`config.mk`:
```
export PLATFORM = sky130hd
export DESIGN_NAME = controlador_turnos
export DESIGN_NICKNAME = d
export VERILOG_FILES = /design/src/rtl/juego_pkg.sv /design/src/rtl/controlador_turnos.sv
export SDC_FILE = /design/constraint.sdc
export NUM_CORES = 1
export LEC_CHECK = 0
export BUFFER_PORTS_ARGS = -buffer_cell sky130_fd_sc_hd__buf_2
export CORE_ASPECT_RATIO = 0.75
export CORE_MARGIN = 8
export CORE_UTILIZATION = 30
export CTS_BUF_LIST = sky130_fd_sc_hd__clkbuf_4 sky130_fd_sc_hd__clkbuf_8
export CTS_CLUSTER_SIZE = 28
export DETAILED_ROUTE_END_ITERATION = 6
export GPL_TIMING_DRIVEN = 0
export PLACE_DENSITY_LB_ADDON = 0.1
export SETUP_SLACK_MARGIN = 0.2
export SYNTH_ARGS = -nofsm -noshare
export SYNTH_HDL_FRONTEND = slang
export SYNTH_SLANG_ARGS = --single-unit
```
`constraint.sdc`:
```
create_clock -name clk -period 5.1 [get_ports clk]
set_clock_uncertainty 0.1 [all_clocks]
set_input_delay 1.53 -clock clk [delete_from_list [all_inputs] [get_ports clk]]
set_output_delay 1.53 -clock clk [all_outputs]
set_load 0.02 [all_outputs]
```
`src/rtl/juego_pkg.sv`:
```
// Shared types and defaults for the column-drop game: FSM states,
// end-of-game codes and board geometry.
package juego_pkg;

  typedef enum logic [2:0] {
    IDLE      = 3'd0,
    ESPERA    = 3'd1,
    AUTO      = 3'd2,
    ESCRIBIR  = 3'd3,
    VERIFICAR = 3'd4,
    FIN       = 3'd5
  } estado_t;

  localparam logic [1:0] FIN_NINGUNO = 2'b00;
  localparam logic [1:0] FIN_P0      = 2'b01;
  localparam logic [1:0] FIN_P1      = 2'b10;
  localparam logic [1:0] FIN_EMPATE  = 2'b11;

  localparam int N_COLS_DEF    = 7;
  localparam int MAX_MOVES_DEF = 42;

endpackage

```
`src/rtl/controlador_turnos.sv`:
```
// Turn sequencer: arbitrates player request vs. timeout auto-move, searches for a
// free column on timeout, writes the board and waits for the win-check verdict.
module controlador_turnos
  import juego_pkg::*;
#(
  parameter int N_COLS    = N_COLS_DEF,
  parameter int COL_W     = 3,
  parameter int MAX_MOVES = MAX_MOVES_DEF
) (
  input  logic              clk,
  input  logic              rst,
  input  logic              inicio,
  input  logic              jugada_req,
  input  logic [COL_W-1:0]  jugada_col,
  output logic              jugada_ack,
  output logic              jugada_rech,
  input  logic              tiempo,
  input  logic [7:0]        posicion_ra,
  output logic              guardado,
  input  logic [N_COLS-1:0] col_llena,
  output logic              tablero_we,
  output logic [COL_W-1:0]  tablero_col,
  output logic              tablero_jugador,
  input  logic              chk_valid,
  input  logic              gano,
  output logic              jugador,
  output logic [1:0]        estado_fin,
  output logic [5:0]        contador_jugadas
);

  localparam logic [7:0]       N_COLS_8  = 8'(N_COLS);
  localparam logic [COL_W-1:0] ULT_COL   = COL_W'(N_COLS - 1);
  localparam logic [5:0]       MAX_MOV_6 = 6'(MAX_MOVES);

  estado_t          r_state, w_state_next;
  logic [COL_W-1:0] r_cand, w_cand_next;
  logic [COL_W-1:0] r_intentos, w_intentos_next;
  logic             r_jugada_ack, w_jugada_ack_next;
  logic             r_jugada_rech, w_jugada_rech_next;
  logic             r_guardado, w_guardado_next;
  logic             r_tablero_we, w_tablero_we_next;
  logic [COL_W-1:0] r_tablero_col, w_tablero_col_next;
  logic             r_tablero_jugador, w_tablero_jugador_next;
  logic             r_jugador, w_jugador_next;
  logic [1:0]       r_estado_fin, w_estado_fin_next;
  logic [5:0]       r_contador, w_contador_next;

  // Column indices past N_COLS read as full, so range and fullness share one test
  logic [(2**COL_W)-1:0] w_llena_ext;
  genvar gi;
  generate
    for (gi = 0; gi < 2**COL_W; gi++) begin : g_llena
      if (gi < N_COLS) begin : g_real
        assign w_llena_ext[gi] = col_llena[gi];
      end else begin : g_fuera
        assign w_llena_ext[gi] = 1'b1;
      end
    end
  endgenerate

  // A request still held during its reject pulse is not re-judged
  logic             w_req_vista, w_req_ok, w_req_mal, w_cand_libre;
  logic [COL_W-1:0] w_ra_cand, w_cand_sig;
  assign w_req_vista  = jugada_req && !r_jugada_rech;
  assign w_req_ok     = w_req_vista && !w_llena_ext[jugada_col];
  assign w_req_mal    = w_req_vista && w_llena_ext[jugada_col];
  assign w_cand_libre = !w_llena_ext[r_cand];
  assign w_ra_cand    = COL_W'(posicion_ra % N_COLS_8);
  assign w_cand_sig   = (r_cand == ULT_COL) ? '0 : r_cand + 1'b1;

  always_ff @(posedge clk) begin
    if (rst) begin
      r_state           <= IDLE;
      r_cand            <= '0;
      r_intentos        <= '0;
      r_jugada_ack      <= 1'b0;
      r_jugada_rech     <= 1'b0;
      r_guardado        <= 1'b1;
      r_tablero_we      <= 1'b0;
      r_tablero_col     <= '0;
      r_tablero_jugador <= 1'b0;
      r_jugador         <= 1'b0;
      r_estado_fin      <= FIN_NINGUNO;
      r_contador        <= '0;
    end else begin
      r_state           <= w_state_next;
      r_cand            <= w_cand_next;
      r_intentos        <= w_intentos_next;
      r_jugada_ack      <= w_jugada_ack_next;
      r_jugada_rech     <= w_jugada_rech_next;
      r_guardado        <= w_guardado_next;
      r_tablero_we      <= w_tablero_we_next;
      r_tablero_col     <= w_tablero_col_next;
      r_tablero_jugador <= w_tablero_jugador_next;
      r_jugador         <= w_jugador_next;
      r_estado_fin      <= w_estado_fin_next;
      r_contador        <= w_contador_next;
    end
  end

  always_comb begin
    w_state_next = r_state;
    case (r_state)
      IDLE, FIN: if (inicio) w_state_next = ESPERA;
      ESPERA: begin
        if (w_req_ok)    w_state_next = ESCRIBIR;
        else if (tiempo) w_state_next = AUTO;
      end
      AUTO: begin
        if (w_cand_libre)                w_state_next = ESCRIBIR;
        else if (r_intentos == ULT_COL)  w_state_next = FIN;
      end
      ESCRIBIR: w_state_next = VERIFICAR;
      VERIFICAR: begin
        if (chk_valid) begin
          if (gano || r_contador == MAX_MOV_6) w_state_next = FIN;
          else                                 w_state_next = ESPERA;
        end
      end
      default: w_state_next = IDLE;
    endcase
  end

  always_comb begin
    w_cand_next            = r_cand;
    w_intentos_next        = r_intentos;
    w_jugada_ack_next      = 1'b0;
    w_jugada_rech_next     = 1'b0;
    w_tablero_we_next      = 1'b0;
    w_tablero_col_next     = r_tablero_col;
    w_tablero_jugador_next = r_tablero_jugador;
    w_jugador_next         = r_jugador;
    w_estado_fin_next      = r_estado_fin;
    w_contador_next        = r_contador;
    w_guardado_next        = (w_state_next == IDLE) || (w_state_next == FIN);

    case (r_state)
      IDLE, FIN: begin
        if (inicio) begin
          w_jugador_next    = 1'b0;
          w_contador_next   = '0;
          w_estado_fin_next = FIN_NINGUNO;
        end
      end
      ESPERA: begin
        if (w_req_ok) begin
          w_jugada_ack_next  = 1'b1;
          w_tablero_col_next = jugada_col;
        end else begin
          w_jugada_rech_next = w_req_mal;
          if (tiempo) begin
            w_cand_next     = w_ra_cand;
            w_intentos_next = '0;
          end
        end
      end
      AUTO: begin
        if (w_cand_libre) begin
          w_tablero_col_next = r_cand;
        end else if (r_intentos == ULT_COL) begin
          w_estado_fin_next = FIN_EMPATE;
        end else begin
          w_cand_next     = w_cand_sig;
          w_intentos_next = r_intentos + 1'b1;
        end
      end
      VERIFICAR: begin
        if (chk_valid) begin
          if (gano) begin
            w_estado_fin_next = {r_jugador, ~r_jugador};
          end else if (r_contador == MAX_MOV_6) begin
            w_estado_fin_next = FIN_EMPATE;
          end else begin
            w_jugador_next  = ~r_jugador;
            w_guardado_next = 1'b1;
          end
        end
      end
      default: ;
    endcase

    // Every entry into ESCRIBIR commits the move for the current player
    if (w_state_next == ESCRIBIR) begin
      w_tablero_we_next      = 1'b1;
      w_tablero_jugador_next = r_jugador;
      w_contador_next        = r_contador + 1'b1;
    end
  end

  assign jugada_ack       = r_jugada_ack;
  assign jugada_rech      = r_jugada_rech;
  assign guardado         = r_guardado;
  assign tablero_we       = r_tablero_we;
  assign tablero_col      = r_tablero_col;
  assign tablero_jugador  = r_tablero_jugador;
  assign jugador          = r_jugador;
  assign estado_fin       = r_estado_fin;
  assign contador_jugadas = r_contador;

endmodule

```
==> results.yml <==
clock_network:
  cts_setup_buffers: 0
  cts_htree_levels: 1
  cts_made_buffers: 3
  clk_pin_slew_ns: 0.10
  cts_sinks: 26
  clock_latency_ns: 0.28
  ctsResizeCount: 0
  holdBufCountCts: 0
  cts_tree: "built"
  cts_root_buffer: "clkbuf_8"
  clk_path_buf_depth: 2
drt:
  vias_per_cell: 5.16
  remaining_drc_errors: 0
  num_vias: 2191
  detail-route-antenna-nets: 0
  wl_per_cell_microns: 13.8
  dr.pass1.iters: 4
  drt_iter0_drc: 124
  drt-total-wl_microns: 5870
setup_path:
  worst_ep_required_time_ns: 5.15
  crit_type: "primary input to flop"
  r2r_end: "tablero_jugador"
  critPathMaxFanout: 10
  crit_top_cell: "or2_2"
  end_kind: "flop"
  crit_slowest_cell: "o31ai_2"
  rrSetupSlack_ns: 2.53
  cpPeakStageDelay_ns: 0.43
  start_kind: "primary input"
  path_cells: "buf_2, buf_2, or2_2, o221ai_1, or2_2, ha_1, inv_1, o31ai_2, a311oi_1, or2_2, ha_1, o221a_4, o311ai_2, o221ai_2"
  r2r_cells: 9
  rr_startpoint: "r_cand[1]"
  arrival_ns: 4.60
global_routing:
  gr-usage-met2: 0.167
  grt_overflow: 0
  grt_busiest_layer: "met1"
  grt_max_degree: 16
  use_met3: 0.0247
  track_usage: 0.115
  grt_first_pass_wirelength_microns: 10100
  antenna_found_initial: 0
  use_met1: 0.171
  grt_pass1_vias: 2052
min_path:
  whs_path_depth: 2
  min_to: "estado_fin[0]"
  hold_class: "flop to flop"
  min-delay-start: "estado_fin[0]"
synth:
  synth_edf_count: 0
  synthSimpleGateAreaFrac: 0.250
  yosysMostFrequentCell: "a21oi_1"
  synth_area_per_cell_sq_um: 7.74
  synth.area.mux_share: 0.0619
  synth_compound_area_frac: 0.307
  synth_seq_cells: 26
  yosys.area.top_type: "dfxtp_1"
  netlist_area_sq_mm: 0.00218
  async_flop_share: 0
  synth_top_family_by_area: "compound AO/OA/AOI/OAI gates"
  synth_flop_cell: "dfxtp_1"
  netlist.area_leader.share: 0.238
  synth_area_leaders: "dfxtp_1, a21oi_1, nor2_1, mux2i_1, nand2_1"
  synth_cells: 282
  ys_types: 68
  synthAdderAreaFrac: 0.0344
  synth_xor_area_frac: 0.0160
  syn-num-nets: 313
  yosysWarnings: 0
  yosys-top-cells-count: "a21oi_1, nor2_1, dfxtp_1, nand2_1, inv_1"
  ys_seq_area_frac: 0.238
pwr:
  netSwitchingPower_w: 0.000327
  p_leak_nw: 1.05
  fin_total_pwr_w: 0.000815
  power_frac_seq: 0.306
  combinationalPowerShare: 0.479
  clkPwrFrac: 0.215
  swShare: 0.402
  p_per_area_mw_per_mm2: 317
  internal_power_w: 0.000488
  vdd_drop_max_v: 0.000142
floorplanning:
  initial_core_util: 0.303
  die_w_microns: 115
  ios: 42
  dieArea_sq_mm: 0.0103
  core-area_sq_mm: 0.00720
  die_h_microns: 89.9
  row_count: 27
timing:
  setup_viol: 0
  tightestPinTransition_ns: 0.562
  fin_crit_ns: 4.55
  maxSlewViolCount: 0
  rsz0062_at_grt: "no"
  finalCritPeriodShare: 0.891
  tns_ns: 0
  fmax_ghz: 0.220
  max-slew-margin-rel: 0.624
  hold_viol: 0
place:
  portBuffers: 38
  place.gp.congestion: 0.809
  dp.final_hpwl_microns: 4650
final_layout:
  antenna_cells: 0
  area_growth_pct: 17.8
  drive_above_1_share: 0.259
  fin_util: 0.357
  nets: 356
flow_run:
  drv_cap: 0
status:
  status: "completed"
## cell usage in the layout (no fill, tap or decap), drive strengths merged, types with 3 or more instances in the layout
cell | Yosys | layout
mux2i | 9 | 9
nor2b | 7 | 7
nand3 | 6 | 6
o32ai | 3 | 3
o21ai | 15 | 15
a221oi | 4 | 4
and3 | 3 | 3
clkbuf | 11 | 14
and2 | 5 | 5
ha | 6 | 6
o22ai | 3 | 3
o221ai | 3 | 3
nor3 | 8 | 8
or3b | 5 | 5
buf | 9 | 47
nor2 | 28 | 28
a31oi | 8 | 8
or2 | 5 | 5
nand2 | 24 | 24
nor4 | 3 | 3
a311oi | 3 | 3
dfxtp | 26 | 26
a21oi | 31 | 31
inv | 16 | 16
xor2 | 3 | 3
## logic make-up (layout without fill, tap and decap cells)
group,after synthesis,count (layout)
adder cells (fa/ha/maj),6,6
XOR/XNOR,4,4
flip-flops,26,26
multiplexers,11,11
buffers and inverters,36,78
AO/OA/AOI/OAI,94,94
AND/OR/NAND/NOR,105,105
## sequential cells by signal, indices dropped and copies added (netlist names), 2 cells and up
| register | flops |
|---|---|
| contador_jugadas | 6 |
| r_state | 3 |
| r_cand | 3 |
| tablero_col | 3 |
| r_intentos | 3 |
| estado_fin | 2 |
## power groups by stage
stage          clock network, W  logic, W  registers [W]
6_report               0.000175  0.000391       0.000249
5_1_grt                0.000192  0.000438       0.000255
4_1_cts                0.000183  0.000393       0.000250
3_5_place_dp                  0  0.000391       0.000254
3_3_place_gp                  0  0.000391       0.000256
2_1_floorplan                 0  0.000274       0.000272
## worst max path at each step
stage                               from        end  slack, ns
after floorplan           posicion_ra[2]  r_cand[1]       0.78
after global placement    posicion_ra[2]  r_cand[1]       0.28
after detailed placement  posicion_ra[2]  r_cand[1]       0.30
after CTS                 posicion_ra[2]  r_cand[1]       0.59
after global routing      posicion_ra[2]  r_cand[1]       0.36
final                     posicion_ra[2]  r_cand[1]       0.55
## final cells by class
cell class,count,area (sq um)
well taps,101,126
clock buffers,3,41.3
clock inverters,1,30.0
repair buffers,38,190
fillers,788,4620
inverters,16,60.1
flip-flops and latches,26,520
plain buffers,20,143
multi-input cells,220,1460
## metal layers
metal / wire (microns) / vias up
li1: - / 1122
met1: 3180 / 1020
met2: 2400 / 45
met3: 261 / 4
met4: 25 / 0
met5: 0 / -
## critical path, delay by kind of cell
kind / cells / cell delay, ns
compound gates: 6 / 1.41
simple gates: 3 / 0.87
fa+ha+maj: 2 / 0.43
buf+inv: 3 / 0.36
## stage by stage
step | instances | hold slack [ns] | setup slack, ns | area [sq um]
final | 425 | 0.370 | 0.554 | 2570
after global routing | 425 | 0.409 | 0.361 | 2570
after CTS | 425 | 0.381 | 0.593 | 2570
after detailed placement | 421 | 0.364 | 0.300 | 2500
after global placement | 421 | 0.350 | 0.284 | 2500
after floorplan | 282 | 0.389 | 0.776 | 2180
Note: power is estimated with default switching activity, not from simulation.
